**src/rtl/tx_cmd_arbiter_if.sv**
```systemverilog
// Command-source / framer bundle for tx_cmd_arbiter.
// Slave side is the arbiter; master side is producers plus framer.
interface tx_cmd_arbiter_if #(
  parameter int NREQ = 4
);
  logic [NREQ-1:0]     req;
  logic [NREQ*128-1:0] req_data;
  logic [NREQ-1:0]     req_ack;
  logic [NREQ-1:0]     req_done;
  logic                timeout_err;
  logic                busy;
  logic [127:0]        tx_data;
  logic                send_en;
  logic                frm_busy;
  logic                tx_ready;

  modport master (
    output req, req_data, frm_busy, tx_ready,
    input  req_ack, req_done, timeout_err,
    input  busy, tx_data, send_en
  );

  modport slave (
    input  req, req_data, frm_busy, tx_ready,
    output req_ack, req_done, timeout_err,
    output busy, tx_data, send_en
  );
endinterface

```
**src/rtl/tx_cmd_arbiter.sv**
```systemverilog
// Round-robin arbiter sharing one 128-bit UART command framer.
// Generates send_en launch pulses with a framer-visible low gap.
module tx_cmd_arbiter #(
  parameter int NREQ      = 4,
  parameter int LAUNCH_TO = 64,
  parameter int GAP_CYC   = 3
) (
  input logic          clk,
  input logic          rst_n,
  tx_cmd_arbiter_if.slave bus
);

  localparam int IW = $clog2(NREQ);
  localparam int TW = $clog2(LAUNCH_TO + 1);
  localparam int GW = $clog2(GAP_CYC + 1);

  typedef enum logic [1:0] {
    IDLE,
    LAUNCH,
    BUSY,
    GAP
  } state_t;

  state_t          state_q, state_d;
  logic [IW-1:0]   rr_q, rr_d;
  logic [IW-1:0]   own_q, own_d;
  logic [127:0]    txd_q, txd_d;
  logic            send_q, send_d;
  logic [NREQ-1:0] ack_q, ack_d;
  logic [NREQ-1:0] done_q, done_d;
  logic            to_err_q, to_err_d;
  logic [TW-1:0]   to_q, to_d;
  logic [GW-1:0]   gap_q, gap_d;

  logic            found;
  logic [IW-1:0]   pick;

  // First requester at or above rr_q, wrapping
  always_comb begin
    found = 1'b0;
    pick  = '0;
    for (int k = 0; k < NREQ; k++) begin
      if (!found && bus.req[(int'(rr_q) + k) % NREQ]) begin
        found = 1'b1;
        pick  = IW'((int'(rr_q) + k) % NREQ);
      end
    end
  end

  always_comb begin
    state_d  = state_q;
    rr_d     = rr_q;
    own_d    = own_q;
    txd_d    = txd_q;
    send_d   = 1'b0;
    ack_d    = '0;
    done_d   = '0;
    to_err_d = 1'b0;
    to_d     = to_q;
    gap_d    = gap_q;
    unique case (state_q)
      IDLE: begin
        if (found) begin
          state_d    = LAUNCH;
          txd_d      = bus.req_data[128*int'(pick) +: 128];
          own_d      = pick;
          ack_d[pick] = 1'b1;
          rr_d       = (pick == IW'(NREQ - 1)) ? '0 : pick + 1'b1;
          to_d       = '0;
          send_d     = 1'b1;
        end
      end
      LAUNCH: begin
        to_d = to_q + 1'b1;
        // frm_busy beats a coincident timeout
        if (bus.frm_busy) begin
          state_d = BUSY;
        end else if (to_q == TW'(LAUNCH_TO - 1)) begin
          state_d  = GAP;
          to_err_d = 1'b1;
          gap_d    = '0;
        end else begin
          send_d = 1'b1;
        end
      end
      BUSY: begin
        if (!bus.frm_busy) begin
          state_d       = GAP;
          done_d[own_q] = 1'b1;
          gap_d         = '0;
        end
      end
      GAP: begin
        // framer only sees send_en low while tx_ready is low
        if (!bus.tx_ready) begin
          if (gap_q == GW'(GAP_CYC - 1)) begin
            state_d = IDLE;
          end else begin
            gap_d = gap_q + 1'b1;
          end
        end
      end
      default: begin
        state_d = IDLE;
        rr_d    = '0;
        own_d   = '0;
        txd_d   = '0;
        to_d    = '0;
        gap_d   = '0;
      end
    endcase
  end

  always_ff @(posedge clk or negedge rst_n) begin
    if (!rst_n) begin
      state_q  <= IDLE;
      rr_q     <= '0;
      own_q    <= '0;
      txd_q    <= '0;
      send_q   <= 1'b0;
      ack_q    <= '0;
      done_q   <= '0;
      to_err_q <= 1'b0;
      to_q     <= '0;
      gap_q    <= '0;
    end else begin
      state_q  <= state_d;
      rr_q     <= rr_d;
      own_q    <= own_d;
      txd_q    <= txd_d;
      send_q   <= send_d;
      ack_q    <= ack_d;
      done_q   <= done_d;
      to_err_q <= to_err_d;
      to_q     <= to_d;
      gap_q    <= gap_d;
    end
  end

  assign bus.req_ack     = ack_q;
  assign bus.req_done    = done_q;
  assign bus.timeout_err = to_err_q;
  assign bus.busy        = (state_q != IDLE);
  assign bus.tx_data     = txd_q;
  assign bus.send_en     = send_q;

endmodule

```
**src/flat_wrapper.sv**
```systemverilog
// flat-port wrapper written by rule: the top's interface ports become plain ports
module tx_cmd_arbiter_flat 
#(
  parameter int NREQ      = 4,
  parameter int LAUNCH_TO = 64,
  parameter int GAP_CYC   = 3
)
  (clk, rst_n, bus_req, bus_req_data, bus_frm_busy, bus_tx_ready, bus_req_ack, bus_req_done, bus_timeout_err, bus_busy, bus_tx_data, bus_send_en);
  tx_cmd_arbiter_if #(.NREQ(NREQ)) bus_i ();
  input logic clk;
  input logic rst_n;
  input wire logic [$bits(bus_i.req)-1:0] bus_req;
  input wire logic [$bits(bus_i.req_data)-1:0] bus_req_data;
  input wire logic [$bits(bus_i.frm_busy)-1:0] bus_frm_busy;
  input wire logic [$bits(bus_i.tx_ready)-1:0] bus_tx_ready;
  output wire logic [$bits(bus_i.req_ack)-1:0] bus_req_ack;
  output wire logic [$bits(bus_i.req_done)-1:0] bus_req_done;
  output wire logic [$bits(bus_i.timeout_err)-1:0] bus_timeout_err;
  output wire logic [$bits(bus_i.busy)-1:0] bus_busy;
  output wire logic [$bits(bus_i.tx_data)-1:0] bus_tx_data;
  output wire logic [$bits(bus_i.send_en)-1:0] bus_send_en;
  assign bus_i.req = bus_req;
  assign bus_i.req_data = bus_req_data;
  assign bus_i.frm_busy = bus_frm_busy;
  assign bus_i.tx_ready = bus_tx_ready;
  assign bus_req_ack = bus_i.req_ack;
  assign bus_req_done = bus_i.req_done;
  assign bus_timeout_err = bus_i.timeout_err;
  assign bus_busy = bus_i.busy;
  assign bus_tx_data = bus_i.tx_data;
  assign bus_send_en = bus_i.send_en;
  tx_cmd_arbiter #(.NREQ(NREQ), .LAUNCH_TO(LAUNCH_TO), .GAP_CYC(GAP_CYC)) u_core (.clk(clk), .rst_n(rst_n), .bus(bus_i));
endmodule
```
**config.mk**
```make
export PLATFORM = sky130hd
export DESIGN_NAME = tx_cmd_arbiter_flat
export DESIGN_NICKNAME = d
export VERILOG_FILES = /design/src/rtl/tx_cmd_arbiter_if.sv /design/src/rtl/tx_cmd_arbiter.sv /design/src/flat_wrapper.sv
export SDC_FILE = /design/constraint.sdc
export NUM_CORES = 1
export LEC_CHECK = 0
export ABC_AREA = 0
export ABC_CLOCK_PERIOD_IN_PS = 1800
export CAP_MARGIN = 10
export CORE_AREA = 4 4 257 259
export CTS_BUF_LIST = sky130_fd_sc_hd__clkbuf_4 sky130_fd_sc_hd__clkbuf_8 sky130_fd_sc_hd__clkbuf_16
export DETAILED_ROUTE_END_ITERATION = 6
export DIE_AREA = 0 0 261 263
export SKIP_LAST_GASP = 1
export SYNTH_ARGS = -nofsm -noshare
export SYNTH_HDL_FRONTEND = slang
export SYNTH_SLANG_ARGS = --single-unit
```
**constraint.sdc**
```tcl
create_clock -name clk -period 1.8 [get_ports clk]
set_input_delay 0.27 -clock clk [delete_from_list [all_inputs] [get_ports clk]]
set_output_delay 0.27 -clock clk [all_outputs]
set_load 0.02 [all_outputs]
```
# After elaboration in Yosys (flattened, before gate mapping)
# Index checks and enable logic that the tools add are counted.
# op_classes
addsub	6
n_lt_le_gt_ge	8
eq_ne	14
shift	1
n_mux	50
n_bitwise	3
n_reduce_logical	19
# op_table
op	count
512-bit by 10-bit variable part select with 128-bit output	1
2-bit 2-to-1 mux	16
1-bit 2-to-1 mux	19
4-bit 2-to-1 mux	4
7-bit one-hot mux with 2 select lines	1
3-bit by 4-bit less-than comparator with 1-bit output, second input constant	3
2-bit by 3-bit less-than comparator with 1-bit output, second input constant	3
1-bit binary-select mux with 2-bit select	4
2-bit == test, second input constant	4
2-bit != test, second input constant	4
2-bit one-hot mux with 4 select lines	1
7-bit by 1-bit adder with 7-bit output, second input constant	1
7-bit by 6-bit == test with 1-bit output, second input constant	1
7-bit 2-to-1 mux	1
2-bit by 1-bit adder with 2-bit output, second input constant	3
2-bit by 1-bit != test with 1-bit output, second input constant	3
2-bit one-hot mux with 3 select lines	1
6-bit AND reduction	1
2-bit OR reduction	3
1-bit logical AND	5
5-bit AND reduction	1
2-bit adder, second input constant	2
1-bit demux with 2-bit select	2
2-bit by 1-bit >= comparator with 1-bit output, second input constant	2
other kinds (9)	15
# totals
register_bits	153
inputBits	520
elab_cells	111

# Logic depth before layout (Yosys ltp)
# logic_depth
word_depth	20
depth_mapped	10

# Least setup slack after synthesis
# OpenSTA, ideal clock, no wires.
# synth_timing
path_kind	flip-flop to flip-flop
from	register u_core.state_q[0]
to	register u_core.txd_q[119] (netlist: u_core.bus.tx_data[119])
setup_time_ns	0.090
arrival_ns	1.705
setup_slack_ns	0.004
path_stages_with_launch	10
path_buffers	3
synth_period_minus_slack_ns	1.796
cell_sequence	dfrtp_1 -> inv_1 -> ha_1 -> buf_2 -> inv_1 -> nor2_2 -> nand2_1 -> buf_2 -> buf_2 -> o221ai_1
# synth_via
elab_chain_len	2
# synth_lines
item	line_no	rtl
from (decl)	tx_cmd_arbiter.sv:24	state_t state_q, state_d;
from (signal assigned)	tx_cmd_arbiter.sv:127	state_q <= state_d;
2-bit logical NOT	tx_cmd_arbiter.sv:61	unique case (state_q)
2-bit AND reduction (no source line)	-	
to (signal assigned)	tx_cmd_arbiter.sv:130	txd_q <= txd_d;
to (decl)	tx_cmd_arbiter.sv:27	logic [127:0] txd_q, txd_d;
# Every way passes these cells.
# A chain may end at the register's enable or synchronous reset.

# Worst setup path after layout
# layout_timing
from	register u_core.rr_q[0]
to	register u_core.txd_q[76] (netlist: u_core.bus.tx_data[76])
# layout_via
elab_chain_len	13
word_cells_on_any_way	30
cone_classes	add/sub: 3; shift: 1; mux: 19; reduce/logical: 7
# layout_lines
item	line_no	rtl
from (decl)	tx_cmd_arbiter.sv:25	logic [IW-1:0] rr_q, rr_d;
from (signal assigned)	tx_cmd_arbiter.sv:128	rr_q <= rr_d;
2-bit by 1-bit adder with 2-bit output / 1-bit binary-select mux with 2-bit select (equally long branches)	tx_cmd_arbiter.sv:43, tx_cmd_arbiter.sv:45	
1-bit binary-select mux with 2-bit select / 1-bit 2-to-1 mux (equally long branches)	tx_cmd_arbiter.sv:43	if (!found && bus.req[(int'(rr_q) + k) % NREQ]) begin
1-bit 2-to-1 mux (implied by the code)	tx_cmd_arbiter.sv:43	
1-bit 2-to-1 mux (implied by the code) / 1-bit logical NOT (equally long branches)	tx_cmd_arbiter.sv:43	
1-bit logical AND	tx_cmd_arbiter.sv:43	
1-bit 2-to-1 mux	tx_cmd_arbiter.sv:43	
1-bit logical NOT	tx_cmd_arbiter.sv:43	
1-bit logical AND	tx_cmd_arbiter.sv:43	
1-bit 2-to-1 mux	tx_cmd_arbiter.sv:43	
1-bit logical NOT	tx_cmd_arbiter.sv:43	
1-bit logical AND	tx_cmd_arbiter.sv:43	
2-bit 2-to-1 mux / 1-bit 2-to-1 mux (equally long branches)	tx_cmd_arbiter.sv:43	
512-bit by 10-bit variable part select with 128-bit output / 2-bit AND reduction (equally long branches)	-	
# Several ways; a longest one is shown, not always the timed one. The select of a mux whose other input is x is not followed.

==> results.toml <==
[status]
status = "finished with violations"
violations = "setup timing"

[detailed_routing]
routedWlPerCell_um = 19.1
dr.pass1.iters = 4
drt_iter0_markers = 406
wl_met3_um = 4120
routed_wl_um = 46000
route.detailed.drc = 0
wl_met2_um = 23100
wl_met1_um = 17400
vias_per_cell = 4.04
dr_total_vias = 9759
top_layer = "met4"
ant_nets = 0

[sta]
fmax_mhz = 504
final.setup_skew_ns = 0.00886
min_period_ns = 1.99
worst_hold_slack_ns = 0.323
rsz0062_at_grt = "yes"
finalHoldViolCount = 0
slew_violations = 0
slew_headroom = 0.665
setup_violations = 129
finalCritPeriodShare = 1.10
worst_pin_slew_ns = 0.503
setup_ws_ns = -0.185

[synth]
yosys_warnings = 0
synthCells = 839
ys_types = 48
synth_seq_cells = 153
syn_area_sq_mm = 0.00942
syn_area_per_cell_sq_um = 11.2
syn_nets = 1367
ys.flop_type = "dfrtp_1"
async_flop_share = 1.00
synth_seq_area_share = 0.406
synth-edff-count = 0

[worst_setup_path]
worst-path-buf-inv = 3
critPathArrivalTime_ns = 2.31
crit_required_ns = 2.12
crit_type = "flop to flop"
slowest_delay_ns = 0.40
cp_slowest_cell = "dfrtp_1"
crit_path_end_kind = "flop"
worst-path-max-fanout = 14
rrSetupSlack_ns = -0.19
cp-start-kind = "flop"
critPathTopFamily = "buffers and inverters"
worstPathCellList = "and2b_1 -> a21oi_2 -> o221ai_4 -> buf_12 -> buf_16 -> buf_8 -> mux2i_4 -> o221ai_1"

[global_route]
track_usage = 0.127
grt_pass1_wl_um = 66100
grt.overflow.total = 0
antenna_found_initial = 1
grt_pass1_vias = 11000
grt_max_degree = 68

[job]
drv_cap = 0

[clock_tree]
cts-root-buf = "clkbuf_16"
cts.path.max_buffers = 2
htreeDepth = 4
clk_latency_ns = 0.46
clkTransAtPathRegs_ns = 0.07
cts_buffers = 17
cts_tree = "done"
clock-sinks = 153

[floorplanning]
core_area_sq_mm = 0.0639
die_area_sq_mm = 0.0686
chipWidth_um = 261
die-height_um = 263
initial_core_util = 0.147
pin_count = 659
rows = 93

[power]
ir_drop_mv = 0.676
sw_frac_of_total = 0.414
pwr-share-clk = 0.144
power_frac_seq = 0.227
p_per_area_mw_per_mm2 = 1420
power.internal_mw = 15.5
combPwrFrac = 0.630
netSwitchingPower_mw = 11.0
p_leak_nw = 8.20

[final_layout]
fin_util = 0.292
nets = 2075
areaGrowthSynthToFinish_pct = 97.8
drive_gt1_frac = 0.137
fillers = 6541
diodes = 0

[placed_design]
dp.final_hpwl_um = 36000
io_buffers = 658
gp_congestion = 0.813

[worst_hold_path]
hold_path.class = "input pin to asynchronous set/reset pin"
[state kept, by name, summed over array words and instances, names as in the netlist]
| register | flops |
|---|---|
| u_core.gap_q | 2 |
| u_core.rr_q | 2 |
| u_core.bus.timeout_err | 1 |
| u_core.state_q | 2 |
| u_core.bus.send_en | 1 |
| u_core.bus.req_ack | 4 |
| u_core.bus.req_done | 4 |
| u_core.bus.tx_data | 128 |
| u_core.to_q | 7 |
| u_core.own_q | 2 |
[timing repair]
item,4_1_cts,5_1_grt
hold buffers,1,0
hold endpoints to repair,28,0
gates cloned,4,4
endpoints found under the setup margin,171,149
setup buffers,11,4
pin swaps,19,11
resized for setup,109,78
[cell usage in the layout, fill, tap and decap left out, types with 10 or more instances in the layout]
cell type        count
dlymetal6s2s_1      11
mux2i_1            218
buf_6               10
buf_8               10
dfrtp_1            153
buf_4               60
o221ai_1           123
nand2_1            140
dlygate4sd2_1       40
clkdlybuf4s50_1    602
clkbuf_16           21
buf_12              16
mux2i_4             10
mux2i_2             31
[synth_stat cells, drive strengths merged, types with 4 or more instances]
master  number  area, sq um
nor2        10         40.0
clkbuf       8         45.0
mux2i      259         2590
o21ai       10         53.8
nand2      142          533
inv          8         32.5
dfrtp      153         3830
o221ai     130         1140
mux2         5         56.3
buf         66          682
a21oi        4         23.8
ha           8          100
[power by group through the flow]
| stage | sequential (mW) | combinational [mW] | clock [mW] |
|---|---|---|---|
| CTS | 6.02 | 16.2 | 4.00 |
| finish | 6.00 | 16.7 | 3.81 |
| global placement | 6.04 | 15.1 | 0 |
| detailed placement | 6.06 | 15.3 | 0 |
| floorplan | 7.68 | 7.18 | 0 |
| global route | 6.21 | 17.9 | 4.14 |
[stage by stage]
step / total power [mW] / cell area, sq um / setup TNS [ns] / instances / setup WS (ns)
after detailed placement: 21.3 / 17200 / -58.74 / 2362 / -0.636
after global placement: 21.1 / 17200 / -55.11 / 2362 / -0.625
after floorplan: 14.9 / 9420 / 0 / 839 / 0.00422
after global routing: 28.2 / 18600 / -28.30 / 2415 / -0.270
after CTS: 26.2 / 18200 / -12.63 / 2410 / -0.150
final: 26.5 / 18600 / -15.38 / 2415 / -0.185
[worst paths after layout]
kind	from	end	cells after the start
worst min-delay path	rst_n	u_core.gap_q[0]	2
worst max-delay path	u_core.rr_q[0]	u_core.bus.tx_data[76]	8
worst min register to register	u_core.bus.tx_data[56]	u_core.bus.tx_data[56]	2
max in group asynchronous	rst_n	u_core.to_q[6]	3
min in group clk	u_core.bus.tx_data[56]	u_core.bus.tx_data[56]	2
worst max register to register	u_core.rr_q[0]	u_core.bus.tx_data[76]	8
[cell type report]
| cell class | count | area [sq um] | share of cell area |
|---|---|---|---|
| Clock buffer | 18 | 439 | 0.0236 |
| Sequential cell | 153 | 3830 | 0.205 |
| Clock inverter | 14 | 163 | 0.00873 |
| Multi-Input combinational cell | 604 | 5200 | 0.279 |
| Inverter | 8 | 32.5 | 0.00175 |
| Timing Repair Buffer | 763 | 7910 | 0.424 |
| Tap cell | 855 | 1070 | 0.0574 |
[worst register-to-register path: stages (launching register included)]
cell and delay (ns):
dfrtp_1 0.40, and2b_1 0.23, a21oi_2 0.06, o221ai_4 0.19, buf_12 0.16, buf_16 0.19, buf_8 0.21, mux2i_4 0.26
o221ai_1 0.15
[cell families (layout without fill, tap and decap cells)]
group | count (synthesis) | in the layout | share of synthesized area
AOI/OAI and AO/OA | 154 | 154 | 0.138
xor gates and xnor gates | 3 | 3 | 0.00279
adders and majority gates | 8 | 8 | 0.0106
buffers and inverters | 82 | 803 | 0.0806
muxes | 264 | 264 | 0.281
and+or+nand+nor | 175 | 175 | 0.0801
DFF | 153 | 153 | 0.406
[per-layer routing]
layer / vias up / global-route usage
li1: 4609 / -
met1: 4674 / 0.138
met2: 423 / 0.225
met3: 53 / 0.0436
met4: 0 / 0.0501
met5: - / 0
No activity file was read; power rests on OpenSTA's default activity.
==> RTL change, RTL diff (config.mk and constraints unchanged) <==
`GAP_CYC` is set to 3 in 2 places; all go to 2.
--- a/src/rtl/tx_cmd_arbiter.sv
+++ b/src/rtl/tx_cmd_arbiter.sv
@@ -5,3 +5,3 @@
   parameter int LAUNCH_TO = 64,
-  parameter int GAP_CYC   = 3
+  parameter int GAP_CYC   = 2
 ) (
--- a/src/flat_wrapper.sv
+++ b/src/flat_wrapper.sv
@@ -5,3 +5,3 @@
   parameter int LAUNCH_TO = 64,
-  parameter int GAP_CYC   = 3
+  parameter int GAP_CYC   = 2
 )
Function: not settled (the Yosys comparison gave no result); the edit may change what the design does.
==> RTL change against the original RTL <==
- fmax fell by 1.5%
- routed wire length rose by 0.36%
- combinational power fell by 5%
- worst hold slack improved by 0.015 ns
- sequential cell count did not move
- the flow still finishes with violations (negative setup slack)
- critical path type unchanged
- highest routed layer unchanged
- cell area fell by 1.6%
- clock skew rose by 0.0039 ns
- power fell by 1.9%
- area after synthesis barely moved
- critical endpoint is now u_core.bus.tx_data[110]$_DFFE_PN0P_
- setup slack got worse by 0.030 ns
- core utilization fell by 0.47 points
==> RTL change: results (changes against the original RTL) <==
[power]
pg_comb_mw=15.9  ; -5%
p_sw_mw=10.8  ; -1.1%
clk-power_mw=3.99  ; +5%
leakage_nw=8.18  ; -0.23%
ir_drop_mv=0.692  ; +2.4%

[final_layout]
seq_share_pct=20.9  ; +0.34 points
fill_cells=6525  ; -0.24%
final-nonclk-buf-share_pct=42.2  ; -0.23 points
clock_area_share_pct=3.41  ; +0.18 points
multi_input_area_sq_mm=0.00504  ; -3.0%
n_all_buffers=755  ; -1.0%
stdcell_count=2407  ; -0.33%
layout-drive-gt1-share_pct=11.9  ; -1.8 points
layout.nets=2067  ; -0.39%
final_common_cell=clkdlybuf4s50_1

[global_routing]
grt_pass1_vias=10614  ; -3.5%
grt_use_met2_pct=22.8  ; +0.35 points
grt_pass1_wl_um=65600  ; -0.70%
use_met1_pct=14.0  ; +0.26 points
grt_use_total_pct=12.6  ; -0.083 points
grt_max_degree=71  ; +4.4%
use_met3_pct=3.59  ; -0.77 points

[setup_path]
crit_fanout=16  ; +2
worstPathArrival_ns=2.33  ; +0.02 ns
cp_slowest_stage_delay_ns=0.42  ; +0.02 ns
crit_slowest_cell=dfrtp_1
crit_path_start=u_core.rr_q[0]$_DFFE_PN0P_
path_delay_family=buffers and inverters

[outcome]
violations=negative setup slack
status=complete, but fails checks

[clocking]
clkTransAtPathRegs_ns=0.08
cts_root_buf=clkbuf_16
ctsResizeCount=97  ; -11%
postCtsSetupBuffers=5  ; -6

[detailed_routing]
drc_errors=0  ; unchanged
wl_um=46200  ; +0.36%
avgViaCountPerCell=4.08  ; +0.98%
drt_first_iter_violations=509  ; +25%
dr.pass1.iters=5  ; +1

[synthesis]
synth_compound_area_share_pct=13.8  ; about the same
synth_common_cells=mux2i_1 (259), dfrtp_1 (153), nand2_1 (141)
synth.mux.area_fraction_pct=28.1  ; about the same
synth_seq_area_share_pct=40.6  ; about the same
synthAdderAreaFrac_pct=1.06  ; about the same
avgSynthCellArea_sq_um=11.2  ; about the same
synth-xor-area-share_pct=0.279  ; about the same
synthTopCellsByArea=dfrtp_1 (41%), mux2i_1 (28%), o221ai_1 (12%), nand2_1 (5.6%), buf_12 (4.7%)

[timing]
relSlewSlack_pct=61.9  ; -4.5 points
fin_skew_ns=0.0128  ; +0.00394 ns
setup_viol=132  ; +2.3%
setup_ws_ns=-0.215  ; -0.0300 ns

[min_path]
hold_class=input pin to asynchronous set/reset pin

[place]
hpwl_um=35500  ; -1.2%
dpl_cell_area_sq_mm=0.0172  ; -0.12%
gp_congestion=0.819  ; +0.80%

[RTL change: cell count changes after synthesis, sizes merged]
| cell | delta |
|---|---|
| nand2b | +1 |
| nand2 | -1 |
[RTL change: cell families after synthesis]
family | after synthesis
AO/OA/AOI/OAI | 154
XOR/XNOR | 3
adder cells (fa/ha/maj) | 8
buffers and inverters | 82
flip-flops | 153
multiplexers | 264
AND/OR/NAND/NOR | 175
[RTL change: stage by stage]
stage / power, mW / hold WS, ns / utilization [%] / worst slack [ns] / TNS, ns
after CTS: 26.1 / 0.300 / 28.3 / -0.190 / -16.05
after detailed placement: 21.2 / 0.284 / 26.8 / -0.777 / -64.68
final: 26.0 / 0.338 / 28.7 / -0.215 / -18.21
after floorplan: 14.9 / -0.0256 / - / 0.00422 / 0
after global placement: 21.0 / 0.279 / 26.8 / -0.675 / -55.96
after global routing: 27.5 / 0.348 / 28.7 / -0.305 / -29.03
[RTL change: worst paths after layout]
check                                                 endpoint  slack, ns  cells after the start
max in group asynchronous   u_core.bus.tx_data[99]$_DFFE_PN0P_       0.83                      3
hold / removal               u_core.bus.tx_data[5]$_DFFE_PN0P_       0.34                      2
setup reg to reg           u_core.bus.tx_data[110]$_DFFE_PN0P_      -0.22                      8
setup / recovery           u_core.bus.tx_data[110]$_DFFE_PN0P_      -0.22                      8
hold reg to reg             u_core.bus.tx_data[73]$_DFFE_PN0P_       0.49                      2
min in group clk            u_core.bus.tx_data[61]$_DFFE_PN0P_       0.48                      3
[RTL change: layer usage]
layer / vias to the layer above / part of all wire, % / wire [um]
li1: 4599 / - / -
met1: 4713 / 38 / 17700
met2: 465 / 51 / 23600
met3: 45 / 8.1 / 3750
met4: 0 / 2.5 / 1150
met5: - / 0 / 0
